===== src/rtl/dashcam_dma_pkg.sv =====
// Shared types for the dashcam capture DMA controller.
//   cap_state_t : controller state encoding
//   SLOT_W_DEF  : default width of the frame-slot index
package dashcam_dma_pkg;

  typedef enum logic [1:0] {
    ST_IDLE     = 2'd0,
    ST_WAIT_SOF = 2'd1,
    ST_CAPTURE  = 2'd2
  } cap_state_t;

  localparam int SLOT_W_DEF = 4;

endpackage


===== src/rtl/capture_slot_ptr.sv =====
// Ring pointer over the frame slots: holds the current slot index and the byte
// address of that slot's first byte. The base is stepped by adding cfg_len, so
// no multiplier is needed.
// Ports:
//   clk, rst              : clock, synchronous active-high reset
//   load                  : restart at slot 0 / cfg_base
//   advance               : step one slot
//   advance2              : step two slots in one cycle (takes precedence)
//   cfg_base/len/slots    : ring geometry (cfg_slots of 0 behaves as 1)
//   slot_idx, slot_base   : current slot
//   base_nxt              : base of the slot one step ahead
module capture_slot_ptr
  import dashcam_dma_pkg::*;
#(
  parameter int ADDR_W = 16,
  parameter int SLOT_W = SLOT_W_DEF
) (
  input  logic              clk,
  input  logic              rst,
  input  logic              load,
  input  logic              advance,
  input  logic              advance2,
  input  logic [ADDR_W-1:0] cfg_base,
  input  logic [ADDR_W-1:0] cfg_len,
  input  logic [SLOT_W-1:0] cfg_slots,
  output logic [SLOT_W-1:0] slot_idx,
  output logic [ADDR_W-1:0] slot_base,
  output logic [ADDR_W-1:0] base_nxt
);

  logic [SLOT_W-1:0] idx_q, idx_1, idx_2, last_idx;
  logic [ADDR_W-1:0] base_q, base_1, base_2;

  always_comb begin
    last_idx = (cfg_slots == '0) ? '0 : cfg_slots - SLOT_W'(1);
    idx_1    = (idx_q == last_idx) ? '0 : idx_q + SLOT_W'(1);
    base_1   = (idx_q == last_idx) ? cfg_base : base_q + cfg_len;
    idx_2    = (idx_1 == last_idx) ? '0 : idx_1 + SLOT_W'(1);
    base_2   = (idx_1 == last_idx) ? cfg_base : base_1 + cfg_len;
  end

  always_ff @(posedge clk) begin
    if (rst) begin
      idx_q  <= '0;
      base_q <= '0;
    end else if (load) begin
      idx_q  <= '0;
      base_q <= cfg_base;
    end else if (advance2) begin
      idx_q  <= idx_2;
      base_q <= base_2;
    end else if (advance) begin
      idx_q  <= idx_1;
      base_q <= base_1;
    end
  end

  assign slot_idx  = idx_q;
  assign slot_base = base_q;
  assign base_nxt  = base_1;

endmodule


===== src/rtl/capture_dma_ctrl.sv =====
// Camera byte stream to SRAM ring-buffer capture controller.
// Ports:
//   clk, rst                   : clock, synchronous active-high reset
//   start, abort               : arm capture (latches cfg_*), return to idle
//   cfg_base/len/slots/single  : ring geometry and single-frame mode
//   pix_valid/sof/eof/data     : camera byte stream, pix_ready back-pressure
//   dma_wr_en/addr/data        : SRAM byte write port, one cycle after accept
//   busy, frame_done, slot_idx : status; err_long/err_short are sticky
//
// state       | meaning
// ST_IDLE     | not armed, stream not accepted
// ST_WAIT_SOF | armed, discarding beats until a start of frame
// ST_CAPTURE  | writing bytes of the current frame
module capture_dma_ctrl
  import dashcam_dma_pkg::*;
#(
  parameter int ADDR_W = 16,
  parameter int SLOT_W = SLOT_W_DEF
) (
  input  logic              clk,
  input  logic              rst,
  input  logic              start,
  input  logic              abort,
  input  logic [ADDR_W-1:0] cfg_base,
  input  logic [ADDR_W-1:0] cfg_len,
  input  logic [SLOT_W-1:0] cfg_slots,
  input  logic              cfg_single,
  input  logic              pix_valid,
  input  logic              pix_sof,
  input  logic              pix_eof,
  input  logic [7:0]        pix_data,
  output logic              pix_ready,
  output logic              dma_wr_en,
  output logic [ADDR_W-1:0] dma_wr_addr,
  output logic [7:0]        dma_wr_data,
  output logic              busy,
  output logic              frame_done,
  output logic [SLOT_W-1:0] slot_idx,
  output logic              err_long,
  output logic              err_short
);

  localparam logic [ADDR_W-1:0] ONE = ADDR_W'(1);

  cap_state_t        state_q, state_d;
  logic [ADDR_W-1:0] len_q, len_d, base_q, base_d, off_q, off_d;
  logic [SLOT_W-1:0] slots_q, slots_d;
  logic              single_q, single_d, drop_q, drop_d;
  logic              err_long_q, err_long_d, err_short_q, err_short_d;
  logic              wr_en_q, wr_en_d, frame_done_q, frame_done_d;
  logic [ADDR_W-1:0] wr_addr_q, wr_addr_d;
  logic [7:0]        wr_data_q, wr_data_d;

  logic              ptr_load, ptr_adv, ptr_adv2;
  logic [ADDR_W-1:0] slot_base, base_nxt, len_m1, beat_off, beat_base;
  logic              accept, take, mid_sof;

  capture_slot_ptr #(
    .ADDR_W (ADDR_W),
    .SLOT_W (SLOT_W)
  ) u_slot_ptr (
    .clk       (clk),
    .rst       (rst),
    .load      (ptr_load),
    .advance   (ptr_adv),
    .advance2  (ptr_adv2),
    .cfg_base  (ptr_load ? cfg_base : base_q),
    .cfg_len   (len_q),
    .cfg_slots (slots_q),
    .slot_idx  (slot_idx),
    .slot_base (slot_base),
    .base_nxt  (base_nxt)
  );

  assign pix_ready = (state_q != ST_IDLE);
  assign accept    = pix_valid & pix_ready;
  assign len_m1    = len_q - ONE;

  always_comb begin
    state_d      = state_q;
    len_d        = len_q;
    slots_d      = slots_q;
    single_d     = single_q;
    base_d       = base_q;
    off_d        = off_q;
    drop_d       = drop_q;
    err_long_d   = err_long_q;
    err_short_d  = err_short_q;
    wr_en_d      = 1'b0;
    wr_addr_d    = wr_addr_q;
    wr_data_d    = wr_data_q;
    frame_done_d = 1'b0;
    ptr_load     = 1'b0;
    ptr_adv      = 1'b0;
    ptr_adv2     = 1'b0;
    take         = 1'b0;
    mid_sof      = 1'b0;
    beat_off     = '0;
    beat_base    = slot_base;

    if (abort) begin
      state_d = ST_IDLE;
    end else begin
      unique case (state_q)
        ST_IDLE: begin
          if (start) begin
            ptr_load    = 1'b1;
            len_d       = (cfg_len == '0) ? ONE : cfg_len;
            slots_d     = cfg_slots;
            single_d    = cfg_single;
            base_d      = cfg_base;
            off_d       = '0;
            drop_d      = 1'b0;
            err_long_d  = 1'b0;
            err_short_d = 1'b0;
            state_d     = ST_WAIT_SOF;
          end
        end
        ST_WAIT_SOF: begin
          if (accept) begin
            // after an over-long frame the tail is thrown away through its eof
            if (drop_q) begin
              if (pix_eof) drop_d = 1'b0;
            end else if (pix_sof) begin
              take = 1'b1;
            end
          end
        end
        ST_CAPTURE: begin
          if (accept) begin
            if (pix_sof) begin
              // early SOF: close the current frame short and restart in the next slot
              mid_sof     = 1'b1;
              err_short_d = 1'b1;
              ptr_adv     = 1'b1;
              if (single_q) begin
                state_d = ST_IDLE;
              end else begin
                take         = 1'b1;
                beat_base    = base_nxt;
                frame_done_d = 1'b1;
              end
            end else begin
              take     = 1'b1;
              beat_off = off_q;
            end
          end
        end
        default: state_d = ST_IDLE;
      endcase

      if (take) begin
        wr_en_d   = 1'b1;
        wr_addr_d = beat_base + beat_off;
        wr_data_d = pix_data;
        if (pix_eof || beat_off == len_m1) begin
          frame_done_d = 1'b1;
          off_d        = '0;
          if (!pix_eof) begin
            err_long_d = 1'b1;
            drop_d     = 1'b1;
          end else if (beat_off != len_m1) begin
            err_short_d = 1'b1;
          end
          // a one-beat frame opened by an early SOF closes two slots at once
          if (mid_sof) ptr_adv2 = 1'b1;
          else         ptr_adv  = 1'b1;
          state_d = single_q ? ST_IDLE : ST_WAIT_SOF;
        end else begin
          off_d   = beat_off + ONE;
          state_d = ST_CAPTURE;
        end
      end
    end
  end

  always_ff @(posedge clk) begin
    if (rst) begin
      state_q      <= ST_IDLE;
      len_q        <= ONE;
      slots_q      <= '0;
      single_q     <= 1'b0;
      base_q       <= '0;
      off_q        <= '0;
      drop_q       <= 1'b0;
      err_long_q   <= 1'b0;
      err_short_q  <= 1'b0;
      wr_en_q      <= 1'b0;
      wr_addr_q    <= '0;
      wr_data_q    <= '0;
      frame_done_q <= 1'b0;
    end else begin
      state_q      <= state_d;
      len_q        <= len_d;
      slots_q      <= slots_d;
      single_q     <= single_d;
      base_q       <= base_d;
      off_q        <= off_d;
      drop_q       <= drop_d;
      err_long_q   <= err_long_d;
      err_short_q  <= err_short_d;
      wr_en_q      <= wr_en_d;
      wr_addr_q    <= wr_addr_d;
      wr_data_q    <= wr_data_d;
      frame_done_q <= frame_done_d;
    end
  end

  assign busy        = (state_q != ST_IDLE);
  assign dma_wr_en   = wr_en_q;
  assign dma_wr_addr = wr_addr_q;
  assign dma_wr_data = wr_data_q;
  assign frame_done  = frame_done_q;
  assign err_long    = err_long_q;
  assign err_short   = err_short_q;

endmodule


===== config.mk =====
export PLATFORM = sky130hd
export DESIGN_NAME = capture_dma_ctrl
export DESIGN_NICKNAME = d
export VERILOG_FILES = /design/src/rtl/dashcam_dma_pkg.sv /design/src/rtl/capture_slot_ptr.sv /design/src/rtl/capture_dma_ctrl.sv
export SDC_FILE = /design/constraint.sdc
export NUM_CORES = 1
export LEC_CHECK = 0
export ABC_AREA = 1
export CAP_MARGIN = 20
export CORE_ASPECT_RATIO = 1.25
export CORE_MARGIN = 5
export CORE_UTILIZATION = 55
export CTS_BUF_LIST = sky130_fd_sc_hd__clkbuf_16
export DETAILED_ROUTE_END_ITERATION = 16
export PLACE_DENSITY = 0.77
export SLEW_MARGIN = 20
export SYNTH_ARGS = -nofsm -noshare
export SYNTH_HDL_FRONTEND = slang
export SYNTH_HIERARCHICAL = 1
export SYNTH_SLANG_ARGS = --single-unit

===== constraint.sdc =====
create_clock -name clk -period 7.72 [get_ports clk]
set_clock_uncertainty 0.2 [all_clocks]
set_input_delay 1.544 -clock clk [delete_from_list [all_inputs] [get_ports clk]]
set_output_delay 1.544 -clock clk [all_outputs]
set_load 0.01 [all_outputs]

After elaboration in Yosys (flattened, before gate mapping)
Index checks and enable logic that the tools add are counted.
W data, S select, Z words.
- $add $sub $neg: 8
- equal/unequal tests: 11
- muxes and demuxes: 82
- bitwise logic cells: 2
- reductions and logical operators: 15
- operators with widths (cell ; count):
    $mux W16 ; 20
    $add A16 B16 Y16 ; 3
    $mux W1 ; 47
    $mux W4 ; 5
    $add A16 B1 Y16 const B ; 1
    $eq A16 B16 Y1 ; 1
    $logic_not A16 Y1 ; 1
    $ne A16 B16 Y1 ; 1
    $sub A16 B1 Y16 const B ; 1
    $mux W2 ; 6
    $ne A3 B3 Y1 const B ; 4
    $add A4 B1 Y4 const B ; 2
    $eq A4 B4 Y1 ; 2
    $reduce_bool A2 Y1 ; 4
    $pmux W1 S2 ; 3
    $pmux W2 S3 ; 1
    $reduce_and A3 Y1 ; 2
    $reduce_and A5 Y1 ; 1
    $logic_not A4 Y1 ; 1
    $reduce_or A2 Y1 ; 2
    $sub A4 B1 Y4 const B ; 1
    $reduce_bool A3 Y1 ; 1
    $eq A2 B1 Y1 const B ; 1
    $eq A2 B2 Y1 const B ; 1
    6 further kinds ; 6
- register bits: 104
- input port bits: 52
- output and inout bits: 34
- logic and storage cells: 133

Longest topological paths before layout
- depth in word-level cells: 13
- gate-level depth with buffers: 26
- depth with buffers taken out: 25

Hierarchy
Netlist, hierarchy kept.
- modules (own cells, without submodules) (module ; instances ; cells an instance ; area an instance (um^2) ; seq. area each (um^2)):
    capture_dma_ctrl ; 1 ; 817 ; 5465.2 ; 1681.6
    capture_slot_ptr ; 1 ; 544 ; 3265.6 ; 400.4

Worst setup path before layout
OpenSTA, ideal clock, no wires.
- path type: in2reg
- from: in start
- to: reg wr_addr_q[12] (netlist: dma_wr_addr[12])
- library setup time: 0.114 ns
- arrival: 4.232 ns
- data required time: 7.406 ns
- setup slack: 3.175 ns
- cell stages on the path: 21
- buffers on the path: 1
- cell sequence: nand2_1 > nor2_1 > clkbuf_1 > or2_2 > o21ai_0 > inv_1 > o21ai_0 > inv_1 > mux2_2 > fa_1 > nand3_1 > a31oi_1 > nor2_1 > inv_1 > nand2_1 > nand2_1 > nand2_1 > nand2_1 > xor2_1 > o21bai_1 > inv_1
- longest elaborated chain between the ends: 11
- RTL lines (element ; line ; RTL):
    start: declaration ; capture_dma_ctrl.sv:22 ; input logic start,
    $mux W1 ; capture_dma_ctrl.sv:106 ; if (start) begin
    $mux W1 ; capture_dma_ctrl.sv:104 ; unique case (state_q)
    $mux W1 ; capture_dma_ctrl.sv:101 ; if (abort) begin
    $mux W16 ; capture_dma_ctrl.sv:67 ; .cfg_base (ptr_load ? cfg_base : base_q),
    $mux W16 ; capture_slot_ptr.sv:37 ; base_1 = (idx_q == last_idx) ? cfg_base : base_q + cfg_len;
    named net base_nxt[1] ; capture_dma_ctrl.sv:55 ; logic [ADDR_W-1:0] slot_base, base_nxt, len_m1, beat_off, beat_base;
    $mux W16 ; capture_dma_ctrl.sv:136 ; if (single_q) begin
    $mux W16 ; capture_dma_ctrl.sv:131 ; if (pix_sof) begin
    $mux W16 ; capture_dma_ctrl.sv:130 ; if (accept) begin
    $mux W16 ; capture_dma_ctrl.sv:104 ;
    $mux W16 ; capture_dma_ctrl.sv:101 ;
    $add A16 B16 Y16 ; capture_dma_ctrl.sv:154 ; wr_addr_d = beat_base + beat_off;
    end signal: assignment ; capture_dma_ctrl.sv:203 ; wr_addr_q <= wr_addr_d;
    end: declaration ; capture_dma_ctrl.sv:51 ; logic [ADDR_W-1:0] wr_addr_q, wr_addr_d;
The timed path passes the listed nets, and every way through them passes these cells. The select of a mux whose other input is x is not followed.
A chain may end at the register's enable or synchronous reset.

Worst setup path in the final report
- from: in pix_valid
- to: reg u_slot_ptr.base_q[6] (netlist: u_slot_ptr/slot_base[6])
- longest elaborated chain between the ends: 11
- elaborated cells between the ends (all ways): 24
- classes of those cells: 1 x eq/ne; 20 x mux; 1 x bitwise; 2 x reduce/logical
- RTL lines (element ; line ; RTL):
    start: declaration ; capture_dma_ctrl.sv:28 ; input logic pix_valid,
    $and A1 B1 Y1 * ; capture_dma_ctrl.sv:76 ; assign accept = pix_valid & pix_ready;
    $mux W16 ; capture_dma_ctrl.sv:130 ;
    $mux W16 ; capture_dma_ctrl.sv:104 ;
    $mux W16 ; capture_dma_ctrl.sv:101 ;
    $eq A16 B16 Y1 ; capture_dma_ctrl.sv:156 ; if (pix_eof || beat_off == len_m1) begin
    $logic_or A1 B1 Y1 ; capture_dma_ctrl.sv:156 ;
    $mux W1 ; capture_dma_ctrl.sv:156 ;
    $mux W1 * ; capture_dma_ctrl.sv:152 ; if (take) begin
    $mux W1 * ; capture_dma_ctrl.sv:101 ;
    named net ptr_adv2 ; capture_dma_ctrl.sv:54 ; logic ptr_load, ptr_adv, ptr_adv2;
    $mux W16 ; capture_slot_ptr.sv:49 ; end else if (advance2) begin
    $mux W16 ; capture_slot_ptr.sv:46 ; end else if (load) begin
    end signal: assignment ; capture_slot_ptr.sv:48 ; base_q <= cfg_base;
    end signal: assignment ; capture_slot_ptr.sv:51 ; base_q <= base_2;
    end signal: assignment ; capture_slot_ptr.sv:54 ; base_q <= base_1;
    end: declaration ; capture_slot_ptr.sv:32 ; logic [ADDR_W-1:0] base_q, base_1, base_2;
Mark *: on every way through the listed nets, which the timed path passes. The rest lies on a longest branch. The select of a mux whose other input is x is not followed.

==> results.cfg <==
[clocking]
cts_buffer_depth = 2
cts_setup_buffers = 0
hold_buffers = 0
clock_sinks = 104
worstSkewPairLatency_ns = 0.36
numCtsBuffers = 9
cts_tree = built
htreeDepth = 3
ctsRootBufferMaster = clkbuf_16
clk_pin_slew_ns = 0.08
cts.repair.resized = 0

[floorplanning]
start_util_pct = 56.08
die_area_um2 = 18510
core_area_um2 = 15570
fp.dieW_um = 122.7
ios = 86
rows = 51
die_h_um = 150.9

[global_route]
grt_usage_pct = 29.72
grt_pass1_vias = 8882
grt_overflow = 0
grt_antenna_before_repair = 0
grt_max_degree = 55
grt_pass1_wl_um = 43530

[setup_path]
cp.required_ns = 7.78
critPathMaxFanout = 27
cp-start-kind = primary input
worstRegToRegCells = 22
worstSetupEndpointType = flop
arrival_ns = 6.28
worstSetupPathType = in -> reg

[detailed_routing]
dr.pass1.iters = 5
ant_nets = 0
wl_per_cell_um = 16.65
drc = 0
viasPerCell = 5.623
drt_iter0_drc = 787
finalWirelength_um = 27230
num_vias = 9193

[cells_and_area]
fin_nets = 1529
diodes = 0
drive_above_1_share_pct = 8.152
synthToLayoutAreaGrowth_pct = 14.46
postLayoutCoreUtil_pct = 64.18
final_cell_mix = 341 x nand2_1, 152 x inv_1, 143 x nor2_1
fill_cells = 1548
finalNonFillerCells = 1635
final_common_cell = nand2_1

[placed_design]
place_inst = 1619
port_buffers = 85
hpwl_um = 21100
post-place-ws_ns = 0.8190
gp_congestion = 0.9365

[logic_synthesis]
synth_compound_area_share_pct = 15.96
avgSynthCellArea_um2 = 6.415
ys_seq_area_share_pct = 23.85
yosys.area_share.simple_pct = 35.43
synth.area.mux_share_pct = 1.935
synth_adder_area_share_pct = 8.713
yosysTopAreaCellShare_pct = 23.85
yosys.area.top_type = dfxtp_1
syn-instance-count = 1361
synthXorXnorAreaFrac_pct = 4.729
ys_warn_count = 6
synth_top_family_by_area = simple AND/OR/NAND/NOR gates
synth_area_leaders = dfxtp_1 24%, nand2_1 15%, ha_1 8.0%
syn-num-nets = 1472
synth.cell_area_um2 = 8731
ys_ff_latch = 104
yosysUniqueCellTypes = 48

[power_and_ir_drop]
ir_drop_uv = 106.9
power_density_nw_per_um2 = 161.7
leakagePower_nw = 4.875

[timing]
fin_crit_ns = 6.216
fin_ws_ns = 1.504
maxSlewHeadroom_pct = 41.44
fin_crit_sh_pct = 80.51
setup_viol = 0
slew_viol_final = 0
hold_violations = 0
rsz0062_at_grt = false
max_freq_ghz = 0.1609
fin_setup_tns_ns = 0
worst_pin_slew_ns = 0.8763

[flow_run]
drv_cap = 0

[worst_hold_path]
min_path_cells = 2
hold_class = reg -> reg

[run_status]
outcome = finished, final reports clean
[cell type report]
cell class              count  area (um^2)  share of cell area [%]
multi-input cells        1051         5834                   58.38
flip-flops and latches    104         2082                   20.83
repair buffers             89        875.8                   8.764
inverters                 163        613.1                   6.135
well taps                 212        265.3                   2.654
clock buffers               9        225.2                   2.254
clock inverters             7        97.59                  0.9766
[sequential cells by signal, summed over array words and instances, names as in the netlist]
name                  cells
base_q                   16
dma_wr_addr              16
dma_wr_data               8
dma_wr_en                 1
drop_q                    1
err_long                  1
err_short                 1
frame_done                1
len_q                    16
off_q                    16
single_q                  1
slots_q                   4
state_q                   2
u_slot_ptr/slot_base     16
u_slot_ptr/slot_idx       4
[power breakdown]
group	total, W	switching (W)	internal (W)
clock	0.000502	0.000240	0.000262
sequential	0.000587	0.0000269	0.000560
combinational	0.000527	0.000333	0.000194
[worst max-delay path: stages]
cell and delay [ns]:
clkdlybuf4s50_1 0.52, nand3_4 0.42, nor2_2 0.41, nand2_1 0.12
nand2_1 0.08, nand2_1 0.05, nand2_1 0.05, nor2_1 0.04
nand2_1 0.07, nor2_2 0.05, nand2_4 0.20, nand2_1 0.12
and3_1 0.37, nor2_1 0.46, inv_1 0.15, nor2_2 0.60
inv_1 0.45, or2_2 0.39, nand3_1 0.08, inv_1 0.04
[cells by family after synthesis]
kind of cell             after synthesis
AND/OR/NAND/NOR                      683
multiplexers                          15
AO/OA/AOI/OAI                        249
adder cells (fa/ha/maj)               59
buffers and inverters                206
XOR/XNOR                              45
flip-flops                           104
[Yosys cell counts, drive strengths merged]
master / instances
nor2: 169
buf: 19
mux2: 15
nand2: 351
and3: 2
clkinv: 2
fa: 3
a211oi: 15
o21bai: 11
nand3b: 9
o22ai: 2
a21oi: 95
xnor2: 18
dfxtp: 104
a21o: 7
o31ai: 2
nor3: 12
or2: 23
clkbuf: 24
o21a: 6
o21ai: 99
o211ai: 5
nor4: 5
a221oi: 1
nand3: 81
nand4: 31
ha: 56
o221ai: 2
a31oi: 2
inv: 161
a21boi: 2
xor2: 27
[routing by layer]
metal | part of all wire [%] | GRT usage, % | wire length, um | vias to the layer above
li1 | - | - | - | 4572
met1 | 41 | 35.39 | 11120 | 4235
met2 | 50 | 52.42 | 13520 | 300
met3 | 4.7 | 3.549 | 1272 | 86
met4 | 4.8 | 14.68 | 1311 | 0
met5 | 0 | 0 | 0 | -
[final timing paths]
path / start / slack, ns / end
min: dma_wr_addr[14] / 0.27 / dma_wr_addr[14]
max: pix_valid / 1.50 / u_slot_ptr/slot_base[6]
min reg2reg: dma_wr_addr[14] / 0.27 / dma_wr_addr[14]
max reg2reg: state_q[0] / 2.41 / u_slot_ptr/slot_base[6]
[per-stage QoR]
stage	power (W)	cell area (um^2)	hold WS, ns
2_1_floorplan	0.0009704	8731	0.2440
3_3_place_gp	0.001103	9668	0.2564
3_5_place_dp	0.001113	9668	0.2566
4_1_cts	0.001612	9991	0.2692
5_1_grt	0.001708	9993	0.2915
6_report	0.001616	9993	0.2659
Power figures use the tool's default switching activity.
